==> src/rtl/div_pkg.sv <==
// Shared types and helpers for the sequential restoring divider.
// Holds the control-state encoding, counter sizing and the divide-by-zero quotient.
package div_pkg;

    typedef enum logic [1:0] {
        IDLE = 2'd0,
        ITER = 2'd1,
        FIX  = 2'd2,
        DONE = 2'd3
    } div_state_e;

    // Widest divider the all-ones quotient helper can serve.
    localparam int DBZ_MAX_W = 256;

    function automatic int cnt_width(input int width);
        return (width > 1) ? $clog2(width) : 1;
    endfunction

    function automatic logic [DBZ_MAX_W-1:0] dbz_quotient();
        return {DBZ_MAX_W{1'b1}};
    endfunction

endpackage

==> src/rtl/seq_divider_if.sv <==
// Run/Ready handshake and operand/result bundle of the sequential divider.
// The requester uses the master modport, the divider the slave modport.
interface seq_divider_if #(
    parameter int WIDTH = 32
);
    logic             Run;
    logic             Signed_mode;
    logic [WIDTH-1:0] Dividend;
    logic [WIDTH-1:0] Divisor;
    logic [WIDTH-1:0] Quotient;
    logic [WIDTH-1:0] Remainder;
    logic             Ready;
    logic             Busy;
    logic             Div_by_zero;

    modport master (
        output Run, Signed_mode, Dividend, Divisor,
        input  Quotient, Remainder, Ready, Busy, Div_by_zero
    );

    modport slave (
        input  Run, Signed_mode, Dividend, Divisor,
        output Quotient, Remainder, Ready, Busy, Div_by_zero
    );
endinterface

==> src/rtl/div_fsm.sv <==
// Control FSM of the sequential divider: owns state, step counter and sign flags,
// and issues load/step/fix strobes to the datapath.
import div_pkg::*;

module div_fsm #(
    parameter int WIDTH = 32
) (
    input  logic clk,
    input  logic Reset_n,
    input  logic run_s,
    input  logic signed_mode_s,
    input  logic dividend_msb_s,
    input  logic divisor_msb_s,
    input  logic divisor_zero_s,
    output logic load_s,
    output logic step_s,
    output logic fix_s,
    output logic q_neg_r,
    output logic r_neg_r,
    output logic dbz_r,
    output logic busy_r
);
    localparam int               CNT_W    = cnt_width(WIDTH);
    localparam logic [CNT_W-1:0] LAST_CNT = CNT_W'(WIDTH - 1);

    div_state_e       state_r;
    div_state_e       state_nxt_s;
    logic [CNT_W-1:0] cnt_r;

    // State register.
    always_ff @(posedge clk or negedge Reset_n) begin
        if (!Reset_n) begin
            state_r <= IDLE;
        end else begin
            state_r <= state_nxt_s;
        end
    end

    // Next-state and strobe decode; a zero divisor skips the iterations via FIX.
    always_comb begin
        state_nxt_s = state_r;
        load_s      = 1'b0;
        step_s      = 1'b0;
        fix_s       = 1'b0;
        case (state_r)
            IDLE, DONE: begin
                if (run_s) begin
                    load_s = 1'b1;
                    if (divisor_zero_s) begin
                        state_nxt_s = FIX;
                    end else begin
                        state_nxt_s = ITER;
                    end
                end else begin
                    state_nxt_s = state_r;
                end
            end
            ITER: begin
                step_s = 1'b1;
                if (cnt_r == LAST_CNT) begin
                    state_nxt_s = FIX;
                end else begin
                    state_nxt_s = ITER;
                end
            end
            FIX: begin
                fix_s       = 1'b1;
                state_nxt_s = DONE;
            end
            default: begin
                state_nxt_s = IDLE;
            end
        endcase
    end

    // Step counter, sign flags and the registered Busy indication.
    always_ff @(posedge clk or negedge Reset_n) begin
        if (!Reset_n) begin
            cnt_r   <= {CNT_W{1'b0}};
            q_neg_r <= 1'b0;
            r_neg_r <= 1'b0;
            dbz_r   <= 1'b0;
            busy_r  <= 1'b0;
        end else begin
            if (load_s) begin
                cnt_r   <= {CNT_W{1'b0}};
                q_neg_r <= signed_mode_s & (dividend_msb_s ^ divisor_msb_s);
                r_neg_r <= signed_mode_s & dividend_msb_s;
                dbz_r   <= divisor_zero_s;
            end else if (step_s) begin
                cnt_r <= cnt_r + CNT_W'(1);
            end
            // The divide-by-zero pass through FIX is not a busy period.
            busy_r <= (state_r == ITER) | ((state_r == FIX) & ~dbz_r);
        end
    end

endmodule

==> src/rtl/seq_divider.sv <==
// Multi-cycle restoring divider (DIV/REM unit) with signed/unsigned mode and
// divide-by-zero reporting; datapath here, control in div_fsm.
import div_pkg::*;

module seq_divider #(
    parameter int WIDTH = 32
) (
    input  logic          clk,
    input  logic          Reset_n,
    seq_divider_if.slave  bus
);
    localparam logic [DBZ_MAX_W-1:0] DBZ_FULL     = dbz_quotient();
    localparam logic [WIDTH-1:0]     DBZ_QUOTIENT = DBZ_FULL[WIDTH-1:0];
    localparam logic [WIDTH-1:0]     ONE          = {{(WIDTH-1){1'b0}}, 1'b1};

    logic             load_s;
    logic             step_s;
    logic             fix_s;
    logic             q_neg_r;
    logic             r_neg_r;
    logic             dbz_r;
    logic             busy_r;
    logic             divisor_zero_s;
    logic [WIDTH-1:0] dividend_mag_s;
    logic [WIDTH-1:0] divisor_mag_s;
    logic [WIDTH:0]   rem_sh_s;
    logic [WIDTH:0]   diff_s;
    logic [WIDTH-1:0] rem_r;
    logic [WIDTH-1:0] quo_r;
    logic [WIDTH-1:0] dvsr_r;
    logic [WIDTH-1:0] quotient_r;
    logic [WIDTH-1:0] remainder_r;
    logic             ready_r;
    logic             div_by_zero_r;

    assign divisor_zero_s = (bus.Divisor == {WIDTH{1'b0}});

    div_fsm #(.WIDTH(WIDTH)) u_fsm (
        .clk            (clk),
        .Reset_n        (Reset_n),
        .run_s          (bus.Run),
        .signed_mode_s  (bus.Signed_mode),
        .dividend_msb_s (bus.Dividend[WIDTH-1]),
        .divisor_msb_s  (bus.Divisor[WIDTH-1]),
        .divisor_zero_s (divisor_zero_s),
        .load_s         (load_s),
        .step_s         (step_s),
        .fix_s          (fix_s),
        .q_neg_r        (q_neg_r),
        .r_neg_r        (r_neg_r),
        .dbz_r          (dbz_r),
        .busy_r         (busy_r)
    );

    // Operand magnitudes; the most negative value maps to its unsigned magnitude.
    always_comb begin
        if (bus.Signed_mode && bus.Dividend[WIDTH-1]) begin
            dividend_mag_s = ~bus.Dividend + ONE;
        end else begin
            dividend_mag_s = bus.Dividend;
        end
        if (bus.Signed_mode && bus.Divisor[WIDTH-1]) begin
            divisor_mag_s = ~bus.Divisor + ONE;
        end else begin
            divisor_mag_s = bus.Divisor;
        end
    end

    // One restoring step; the extra bit keeps the shifted partial remainder exact.
    always_comb begin
        rem_sh_s = {rem_r, quo_r[WIDTH-1]};
        diff_s   = rem_sh_s - {1'b0, dvsr_r};
    end

    // Working registers and registered results.
    always_ff @(posedge clk or negedge Reset_n) begin
        if (!Reset_n) begin
            rem_r         <= {WIDTH{1'b0}};
            quo_r         <= {WIDTH{1'b0}};
            dvsr_r        <= {WIDTH{1'b0}};
            quotient_r    <= {WIDTH{1'b0}};
            remainder_r   <= {WIDTH{1'b0}};
            ready_r       <= 1'b0;
            div_by_zero_r <= 1'b0;
        end else if (load_s) begin
            // On divide-by-zero the raw dividend is parked in Q to become the remainder.
            rem_r         <= {WIDTH{1'b0}};
            quo_r         <= divisor_zero_s ? bus.Dividend : dividend_mag_s;
            dvsr_r        <= divisor_mag_s;
            ready_r       <= 1'b0;
            div_by_zero_r <= 1'b0;
        end else if (step_s) begin
            if (!diff_s[WIDTH]) begin
                rem_r <= diff_s[WIDTH-1:0];
                quo_r <= {quo_r[WIDTH-2:0], 1'b1};
            end else begin
                rem_r <= rem_sh_s[WIDTH-1:0];
                quo_r <= {quo_r[WIDTH-2:0], 1'b0};
            end
        end else if (fix_s) begin
            if (dbz_r) begin
                quotient_r  <= DBZ_QUOTIENT;
                remainder_r <= quo_r;
            end else begin
                quotient_r  <= q_neg_r ? (~quo_r + ONE) : quo_r;
                remainder_r <= r_neg_r ? (~rem_r + ONE) : rem_r;
            end
            ready_r       <= 1'b1;
            div_by_zero_r <= dbz_r;
        end
    end

    assign bus.Quotient    = quotient_r;
    assign bus.Remainder   = remainder_r;
    assign bus.Ready       = ready_r;
    assign bus.Busy        = busy_r;
    assign bus.Div_by_zero = div_by_zero_r;

endmodule
==> src/flat_wrapper.sv <==
// flat-port wrapper written by rule: the top's interface ports become plain ports
module seq_divider_flat 
#(
    parameter int WIDTH = 32
)
  (clk, Reset_n, bus_Run, bus_Signed_mode, bus_Dividend, bus_Divisor, bus_Quotient, bus_Remainder, bus_Ready, bus_Busy, bus_Div_by_zero);
  seq_divider_if #(.WIDTH(WIDTH)) bus_i ();
  input  logic clk;
  input  logic Reset_n;
  input wire logic [$bits(bus_i.Run)-1:0] bus_Run;
  input wire logic [$bits(bus_i.Signed_mode)-1:0] bus_Signed_mode;
  input wire logic [$bits(bus_i.Dividend)-1:0] bus_Dividend;
  input wire logic [$bits(bus_i.Divisor)-1:0] bus_Divisor;
  output wire logic [$bits(bus_i.Quotient)-1:0] bus_Quotient;
  output wire logic [$bits(bus_i.Remainder)-1:0] bus_Remainder;
  output wire logic [$bits(bus_i.Ready)-1:0] bus_Ready;
  output wire logic [$bits(bus_i.Busy)-1:0] bus_Busy;
  output wire logic [$bits(bus_i.Div_by_zero)-1:0] bus_Div_by_zero;
  assign bus_i.Run = bus_Run;
  assign bus_i.Signed_mode = bus_Signed_mode;
  assign bus_i.Dividend = bus_Dividend;
  assign bus_i.Divisor = bus_Divisor;
  assign bus_Quotient = bus_i.Quotient;
  assign bus_Remainder = bus_i.Remainder;
  assign bus_Ready = bus_i.Ready;
  assign bus_Busy = bus_i.Busy;
  assign bus_Div_by_zero = bus_i.Div_by_zero;
  seq_divider #(.WIDTH(WIDTH)) u_core (.clk(clk), .Reset_n(Reset_n), .bus(bus_i));
endmodule
==> config.mk <==
export PLATFORM = sky130hd
export DESIGN_NAME = seq_divider_flat
export DESIGN_NICKNAME = d
export VERILOG_FILES = /design/src/rtl/div_pkg.sv /design/src/rtl/seq_divider_if.sv /design/src/rtl/div_fsm.sv /design/src/rtl/seq_divider.sv /design/src/flat_wrapper.sv
export SDC_FILE = /design/constraint.sdc
export NUM_CORES = 1
export LEC_CHECK = 0
export CAP_MARGIN = 15
export CORE_MARGIN = 5
export CORE_UTILIZATION = 46
export DETAILED_ROUTE_END_ITERATION = 7
export PLACE_DENSITY = 0.74
export SLEW_MARGIN = 20
export SYNTH_ARGS = -nofsm -noshare
export SYNTH_HDL_FRONTEND = slang
export SYNTH_SLANG_ARGS = --single-unit
==> constraint.sdc <==
create_clock -name clk -period 6.16 [get_ports clk]
set_clock_uncertainty 0.05 [all_clocks]
set_input_delay 0.924 -clock clk [delete_from_list [all_inputs] [get_ports clk]]
set_output_delay 0.924 -clock clk [all_outputs]
set_load 0.05 [all_outputs]
==> summary.txt <==
Floorplanning
  – I/O pins: 135
  – Die Y: 170 um
  – # rows: 58
  – Die area: 28,900 um^2
  – Initial Util: 46.8%
  – Die width: 170 um
  – Core Footprint: 25,200 um^2

Synthesis
  – Post-synth ARST share: 100%
  – Netlist cell types: 65
  – Yosys warns: 0
  – Yosys reg bits: 173
  – Syn Inst Count: 1,416
  – Top_reg_cell synth: dfrtp_1
  – Post-Synthesis Net Count: 1,526
  – Seq/Total Area, Yosys: 36.8%
  – Syn avg cell area: 8.32 um^2
  – Post-synth EDFFs: 0
  – Post-Synthesis Cell Area: 11,800 um^2

Finish
  – Sequential Area: 4330 um^2
  – Nets: 1,604
  – Area delta synth->final: 18.0%
  – Most frequent cells in the layout: 172 x dfrtp_1, 165 x nand2_1, 143 x o21ai_0
  – Diode count: 0
  – Fill cells: 2,362
  – Commonest non-fill, non-tap cell in the layout: dfrtp_1
  – Area of the multi-input gates: 6980 um^2
  – Final Cell Area: 13,900 um^2
  – Layout cells sized above 1: 4.98%

GRT
  – Antenna violations before repair: 0
  – Vias in the first global route: 9,972
  – Grt total ovfl: 0
  – Gr usage total: 21.0%
  – First-pass GRT wire length: 50,500 um
  – Pin count of the biggest net entering global routing: 114

Timing
  – Final Slew Violations: 0
  – RSZ-0062 raised after global routing: no
  – Worst Max-Slew Pin Slew: 1.05 ns
  – Final min period: 3.97 ns
  – Setup violation total in the final timing report: 0
  – Fmax: 0.252 GHz
  – Final Hold Viols: 0
  – Total Negative Setup Slacks: 0 ns
  – Relative slew slack: 29.3%
  – Period utilization: 64.4%

Placed design
  – Port-buffer cells: 134
  – Hpwl dp: 22,500 um
  – Routability congestion estimate: 0.884
  – DP Area: 13,300 um^2

Clock tree
  – CTS tree: yes
  – TritonCTS buffer count: 17
  – H-tree depth: 4
  – Sinks on Clock Net: 173
  – Setup bufs post-CTS: 0
  – Worst-Skew Late Latency: 0.43 ns
  – PostCTS Resize Cnt: 0
  – Clock Tree Root: clkbuf_16
  – Reg clk slew, reported paths: 0.07 ns
  – Hold Buf Count CTS: 0
  – Max clock buf depth: 2

Detailed routing
  – DR iter-0 viols: 649
  – Drt pass-1 iters: 5
  – DRC errors left: 0
  – Routed Antenna Nets: 0
  – DR WL/cell: 16.5 um
  – Vias post-DR: 10,449
  – Total routed wirelength: 30,300 um
  – Via density: 5.69

Flow run
  – Max-Cap Viols: 0

Status
  – Outcome: completed

Setup path
  – Most common cell on crit path: a21o_1
  – CP endpoint kind: register
  – Critical path class: reg -> reg
  – Worst Setup Start Kind: register
  – WP data arrival: 4.26 ns
  – Crit-path max cell delay: 0.80 ns
  – CP Cell Sequence: inv_1 > ha_1 > fa_1 > nand2b_1 > a21o_1 > a21o_1 > a211oi_1 > nor2_1 > xor2_1 > buf_4 > nand2_1 > a31oi_1
  – Critical Path RT: 6.45 ns
  – CP max-delay cell: xor2_1
  – CP Max Fanout: 18
  – Buf/Inv on CP: 2
  – Top delay family on crit path: compound AO/OA/AOI/OAI gates

Worst hold path
  – Type of the worst min-delay path: reg -> reg
per-stage QoR:
stage	setup WS [ns]	util (%)	hold WS, ns	cells
floorplan	2.54	-	0.400	1416
finish	2.19	55.2	0.430	1836
CTS	2.11	55.2	0.436	1836
global placement	1.90	52.9	0.412	1805
detailed placement	1.85	52.9	0.421	1805
global route	1.93	55.2	0.460	1836
state kept, by name, indices dropped and copies added, names as in the netlist:
name and cells:
u_core.bus.Quotient 32, u_core.bus.Remainder 32, u_core.dvsr_r 32, u_core.quo_r 32, u_core.rem_r 32, u_core.u_fsm.cnt_r 5, u_core.u_fsm.state_r 2, u_core.bus.Div_by_zero 1
u_core.bus.Ready 1, u_core.u_fsm.busy_r 1, u_core.u_fsm.dbz_r 1, u_core.u_fsm.q_neg_r 1, u_core.u_fsm.r_neg_r 1
Yosys cell counts, drive strengths merged (22+ instances only):
library cell,count,area [um^2]
nor2,124,465
o31ai,28,224
dfrtp,173,4330
ha,41,513
or4,22,176
mux2i,30,300
clkbuf,70,263
xnor2,67,587
nand2,166,623
xor2,79,692
a21oi,126,631
nor2b,23,144
a31oi,33,206
inv,51,191
o21ai,144,721
routing by layer:
metal	vias up	GRT usage (%)	part of all wire, %
li1	5167	-	-
met1	4932	30.6	48
met2	316	33.7	45
met3	34	2.88	6.0
met4	0	3.92	1.2
met5	-	0	0
cell type report:
class                           count  area share (%)
Clock buffer                       17            3.06
Inverter                           51            1.38
Timing Repair Buffer              142            10.1
Clock inverter                     14            1.07
Multi-Input combinational cell   1109            50.2
Tap cell                          330            2.97
Sequential cell                   173            31.2
cell families (layout without fill, tap and decap cells):
kind of cell,count (synthesis),after routing,synth area share (%)
and+or+nand+nor,459,459,18.5
AOI/OAI and AO/OA,422,422,21.6
buffers and inverters,134,224,4.27
DFF,173,173,36.8
xor gates and xnor gates,146,146,10.9
adders and majority gates,42,42,4.53
muxes,40,40,3.51
tightest hold or removal path, delay by kind of cell, from the launching register on:
kind / cells / cell delay, ns
compound gates: 1 / 0.06
simple gates: 1 / 0.05
flops: 1 / 0.34
path summary, 6_finish.rpt:
path / cells past startpoint / slack [ns] / from / to
worst max-delay path: 12 / 2.19 / u_core.quo_r[31]$_DFFE_PN0P_ / u_core.rem_r[17]$_DFFE_PN0P_
worst min-delay path: 2 / 0.43 / u_core.dvsr_r[17]$_DFFE_PN0P_ / u_core.dvsr_r[17]$_DFFE_PN0P_
worst max register to register: 12 / 2.19 / u_core.quo_r[31]$_DFFE_PN0P_ / u_core.rem_r[17]$_DFFE_PN0P_
worst min register to register: 2 / 0.43 / u_core.dvsr_r[17]$_DFFE_PN0P_ / u_core.dvsr_r[17]$_DFFE_PN0P_
max in group asynchronous: 2 / 4.21 / Reset_n / u_core.dvsr_r[31]$_DFFE_PN0P_
min in group asynchronous: 1 / 0.55 / Reset_n / u_core.bus.Quotient[2]$_DFFE_PN0P_
Power is left out: the tool's default activity adds up to more than one toggle a clock period on the data nets, which glitch-free logic cannot reach.
